==> src/rtl/adxl362_pkg.sv <==
// rtl/adxl362_pkg.sv - shared ADXL362 command codes and controller state encoding
//
// Purpose : constants and types shared by the ADXL362 SPI controller.
// Contents: WRITE_COMMAND / READ_COMMAND / FIFO_COMMAND opcodes, state_t FSM encoding.
package adxl362_pkg;

   localparam logic [7:0] WRITE_COMMAND = 8'h0A;
   localparam logic [7:0] READ_COMMAND  = 8'h0B;
   localparam logic [7:0] FIFO_COMMAND  = 8'h0D;

   typedef enum logic [2:0] {
      IDLE,
      CS_SETUP,
      SCLK_LOW,
      SCLK_HIGH,
      CS_HOLD,
      CS_IDLE
   } state_t;

endpackage

==> src/rtl/adxl362_controller.sv <==
// rtl/adxl362_controller.sv - SPI mode-0 main controller for ADXL362 register transactions
//
// Purpose : runs one 3-byte transaction (command, address, data) per start request.
// Ports   :
//   clk, rst_n          system clock, asynchronous active-low reset
//   start               begin a transaction (only honoured while busy=0)
//   write               1 = register write (0x0A), 0 = register read (0x0B)
//   address             register address
//   data_to_send        write data (reads send 0x00)
//   data_received       last byte shifted in from MISO, updated at transaction end
//   busy                transaction in progress
//   done                one-cycle pulse when the transaction finishes
//   SPI_SCLK/MOSI/CS    registered SPI outputs (SCLK idles low, CS active-low)
//   SPI_MISO            SPI data in, sampled on the SCLK rising edge
module adxl362_controller
   import adxl362_pkg::*;
#(
   parameter int CLK_FREQUENCY  = 100_000_000,
   parameter int SCLK_FREQUENCY = 1_000_000
) (
   input  logic       clk,
   input  logic       rst_n,
   input  logic       start,
   input  logic       write,
   input  logic [7:0] address,
   input  logic [7:0] data_to_send,
   output logic [7:0] data_received,
   output logic       busy,
   output logic       done,
   output logic       SPI_SCLK,
   output logic       SPI_MOSI,
   input  logic       SPI_MISO,
   output logic       SPI_CS
);

   localparam int HALF = CLK_FREQUENCY / (2 * SCLK_FREQUENCY);

   if (HALF < 2) begin : g_bad_half
      $fatal(1, "adxl362_controller: CLK_FREQUENCY/(2*SCLK_FREQUENCY) must be at least 2");
   end

   // The CS-high gap is the longest phase (a full SCLK period plus one cycle),
   // which frames every transaction as 51 half-periods plus one cycle.
   localparam int             TW       = $clog2(2 * HALF + 1);
   localparam logic [TW-1:0]  HALF_END = TW'(HALF - 1);
   localparam logic [TW-1:0]  IDLE_END = TW'(2 * HALF);

   state_t        state;
   logic [TW-1:0] timer;
   logic [4:0]    bit_cnt;
   logic [23:0]   tx_shift;
   logic [7:0]    rx_shift;
   logic [23:0]   frame;
   logic          phase_end;

   assign frame = {write ? WRITE_COMMAND : READ_COMMAND,
                   address,
                   write ? data_to_send : 8'h00};

   assign phase_end = (state == CS_IDLE) ? (timer == IDLE_END) : (timer == HALF_END);

   always_ff @(posedge clk or negedge rst_n) begin
      if (!rst_n) begin
         state         <= IDLE;
         timer         <= '0;
         bit_cnt       <= '0;
         tx_shift      <= '0;
         rx_shift      <= '0;
         data_received <= 8'h00;
         busy          <= 1'b0;
         done          <= 1'b0;
         SPI_SCLK      <= 1'b0;
         SPI_MOSI      <= 1'b0;
         SPI_CS        <= 1'b1;
      end else begin
         done <= 1'b0;
         case (state)
            IDLE: begin
               if (start) begin
                  tx_shift <= frame;
                  SPI_MOSI <= frame[23];
                  SPI_CS   <= 1'b0;
                  busy     <= 1'b1;
                  timer    <= '0;
                  bit_cnt  <= '0;
                  state    <= CS_SETUP;
               end
            end

            CS_SETUP, SCLK_LOW: begin
               if (phase_end) begin
                  // MISO has been stable through the low phase; capture it as SCLK rises.
                  timer    <= '0;
                  SPI_SCLK <= 1'b1;
                  rx_shift <= {rx_shift[6:0], SPI_MISO};
                  state    <= SCLK_HIGH;
               end else begin
                  timer <= timer + 1'b1;
               end
            end

            SCLK_HIGH: begin
               if (phase_end) begin
                  timer    <= '0;
                  SPI_SCLK <= 1'b0;
                  if (bit_cnt < 5'd23) begin
                     tx_shift <= {tx_shift[22:0], 1'b0};
                     SPI_MOSI <= tx_shift[22];
                     bit_cnt  <= bit_cnt + 5'd1;
                     state    <= SCLK_LOW;
                  end else begin
                     state <= CS_HOLD;
                  end
               end else begin
                  timer <= timer + 1'b1;
               end
            end

            CS_HOLD: begin
               if (phase_end) begin
                  timer         <= '0;
                  SPI_CS        <= 1'b1;
                  data_received <= rx_shift;
                  state         <= CS_IDLE;
               end else begin
                  timer <= timer + 1'b1;
               end
            end

            CS_IDLE: begin
               if (phase_end) begin
                  timer <= '0;
                  done  <= 1'b1;
                  busy  <= 1'b0;
                  state <= IDLE;
               end else begin
                  timer <= timer + 1'b1;
               end
            end

            default: state <= IDLE;
         endcase
      end
   end

endmodule

==> config.mk <==
export PLATFORM = sky130hd
export DESIGN_NAME = adxl362_controller
export DESIGN_NICKNAME = d
export VERILOG_FILES = /design/src/rtl/adxl362_pkg.sv /design/src/rtl/adxl362_controller.sv
export SDC_FILE = /design/constraint.sdc
export NUM_CORES = 1
export LEC_CHECK = 0
export BUFFER_PORTS_ARGS = -buffer_cell sky130_fd_sc_hd__buf_4
export CORE_MARGIN = 2
export CORE_UTILIZATION = 44
export CTS_BUF_LIST = sky130_fd_sc_hd__clkbuf_4
export CTS_CLUSTER_DIAMETER = 50
export CTS_CLUSTER_SIZE = 20
export DETAILED_ROUTE_END_ITERATION = 12
export PLACE_DENSITY = 0.64
export RECOVER_POWER = 50
export SYNTH_ARGS = -nofsm -noshare
export SYNTH_HDL_FRONTEND = slang
export SYNTH_SLANG_ARGS = --single-unit
export TNS_END_PERCENT = 50
==> constraint.sdc <==
create_clock -name clk -period 4.9 [get_ports clk]
set_input_delay 0.98 -clock clk [delete_from_list [all_inputs] [get_ports clk]]
set_output_delay 0.98 -clock clk [all_outputs]
set_load 0.01 [all_outputs]
==> run summary <==
Core box area -> 6280 sq um
GRT Total Usage -> 16.5%
Clk_lat worst skew -> 400 ps
Leak -> 1.50 nW
Wire per inst -> 13.7 um
Reg clk slew, reported paths -> 100 ps
Max Cap Viol -> 0
# rows -> 29
CP Launch Type -> input port
Number of DRC markers in iteration 0 -> 84
Worst Path Arrival -> 2980 ps
Syn nets -> 286
Clk buf depth -> 2
Largest net degree at the start of global routing -> 60
Area share of the leading cell type in the synthesized netlist -> 51.5%
Setup TNS -> 0 ps
Cells after synthesis -> 263
Avg Cell Area, Syn -> 10.7 sq um
Initial antenna violation count -> 0
Crit path launch -> start
Hold/Removal Path Class -> register to register
Post-synthesis sequential area ratio -> 52.5%
Hold_buf cts -> 0
Worst r2r src -> state[1]$_DFFE_PN0P_
Ports -> 34
R2R cell count -> 5
Synth Register Bits -> 59
Die Ht -> 84.0 um
Top routing layer in use -> met4
Starting Density -> 44.9%
CTS sink count -> 59
Max-slew headroom -> 22.2%
Setup CP Type -> input port to register
Worst Setup EP -> bit_cnt[4]$_DFFE_PN0P_
Root Driver -> clkbuf_4
# DRC -> 0
Post-DP HPWL -> 3300 um
1st-pass router iterations -> 4
Antenna cells -> 0
Routed wl met3 -> 194 um
Highest-count cells in the layout ignoring fill and taps -> dfrtp_1 (58), nand2_1 (39), buf_4 (33), nor2_1 (27), mux2_2 (17)
Outcome -> finished clean
WL met2 -> 2230 um
Crit. End Element -> register
H-tree depth -> 3
Main synth FF type -> dfrtp_1
Setup violations, final -> 0
Layout Nets -> 318
Fill cells -> 592
Synth top area cells -> dfrtp_1 (52%), mux2_2 (6.8%), nand2_1 (5.2%), a31oi_2 (4.9%), nor2_1 (3.6%)
Total wire length -> 5150 um
GRT overflow -> 0
Pwr/cell area -> 492 nW/um^2
First-pass GRT wire length -> 9200 um
Final clock period utilization by the worst path -> 54.9%
Fmax -> 372 MHz
RSZ-0062 raised after global routing -> false
Post-cts resize count -> 0
CP required -> 5190 ps
Synth warn -> 0
R2R Path End -> bit_cnt[4]$_DFFE_PN0P_
Drt via density -> 5.34
Syn-to-layout area delta -> 14.4%
Die footprint -> 7060 sq um
VDD IR-drop max -> 0.282 mV
Worst Skew -> 14.6 ps
R2r setup slk -> 2230 ps
CP max FO -> 36
EDFF count, synth -> 0
Share of cells above drive strength 1 -> 28.4%
Port bufs -> 33
Die width -> 84.0 um
Asr flop ratio synth -> 100%
Yosys top cell by area -> dfrtp_1
DRT met1 WL -> 2640 um
CTS Buf Count -> 9
Antenna Nets Post-Route -> 0
DR vias -> 2006
Synth unique cells -> 48
Total power -> 0.00158 W
Vias in the first global route -> 1926
Leading cell type in the layout, fill and taps excluded -> dfrtp_1
Post-Syn Area -> 2820 sq um
Slew Viols, Final -> 0
Placer Congestion -> 0.761
Worst-Margin Slew -> 1170 ps
Final Hold Viols -> 0
CTS tree -> done
Fin crit period -> 2690 ps
Setup Buffers After CTS -> 0
-- critical path, stage by stage --
cell,delay (ps)
buf_4,90
or3b_2,460
o221ai_2,100
o211a_1,970
o21ai_1,150
a22o_1,220
-- sequential cells by signal, indices dropped and copies added (netlist names) --
signal	cells
busy	1
done	1
timer	7
bit_cnt	5
rx_shift	8
state	3
SPI_SCLK	1
data_received	8
tx_shift	23
SPI_CS	1
SPI_MOSI	1
-- Yosys cell counts (2+ instances only) --
master and number:
a22o_1 8, clkbuf_1 3, buf_4 2, o21a_1 2
o21ai_1 6, o21ai_0 10, nand2b_1 2, and3_1 6
a31oi_2 11, buf_6 4, mux2_2 17, nand2_1 39
nor3_1 4, nand3_1 16, ha_1 2, dfrtp_1 58
buf_2 3, inv_1 5, a21oi_1 7, a31oi_1 4
nor2_1 27
-- layer usage --
metal,global-route usage (%),vias to the layer above
li1,-,1002
met1,22.6,973
met2,23.9,23
met3,5.34,8
met4,7.04,0
met5,0,-
-- worst min path at each step --
| stage | from | depth (start not counted) | endpoint |
|---|---|---|---|
| global placement | tx_shift[0]$_DFFE_PN0P_ | 2 | tx_shift[0]$_DFFE_PN0P_ |
| detailed placement | tx_shift[0]$_DFFE_PN0P_ | 2 | tx_shift[0]$_DFFE_PN0P_ |
| floorplan | bit_cnt[2]$_DFFE_PN0P_ | 1 | bit_cnt[2]$_DFFE_PN0P_ |
| finish | bit_cnt[2]$_DFFE_PN0P_ | 1 | bit_cnt[2]$_DFFE_PN0P_ |
| global route | bit_cnt[2]$_DFFE_PN0P_ | 1 | bit_cnt[2]$_DFFE_PN0P_ |
| CTS | bit_cnt[2]$_DFFE_PN0P_ | 1 | bit_cnt[2]$_DFFE_PN0P_ |
-- cells by family (layout without fill, tap and decap cells) --
logic type               Yosys count  in the layout  share of synthesized area [%]
buffers and inverters             18             54                           3.86
flip-flops                        59             59                           52.5
multiplexers                      19             19                           7.55
AND/OR/NAND/NOR                  105            105                           18.2
AO/OA/AOI/OAI                     59             59                           16.7
XOR/XNOR                           1              1                          0.311
adder cells (fa/ha/maj)            2              2                          0.888
-- where the power goes --
group | total, W | switching (W) | internal [W]
clock | 0.000378 | 0.000177 | 0.000201
sequential | 0.000700 | 0.0000978 | 0.000602
combinational | 0.000507 | 0.000295 | 0.000212
-- area by class of cell --
class                   count  area, sq um  area share, %
repair buffers             34          251           7.80
clock inverters             6         81.3           2.52
multi-input cells         186         1230           38.2
well taps                  77         96.3           2.99
clock buffers               9         67.6           2.10
flip-flops and latches     59         1480           45.8
inverters                   5         18.8          0.582
-- metrics by stage --
step,std cells,setup slack [ps],hold slack (ps),cell area [sq um],utilization (%)
finish,376,2210,495,3220,51.3
global route,376,1970,524,3220,51.3
CTS,376,2210,495,3230,51.4
detailed placement,361,1770,475,3080,49.0
global placement,361,1810,468,3080,49.0
floorplan,263,2710,444,2820,-
(Power assumes the default switching activity.)
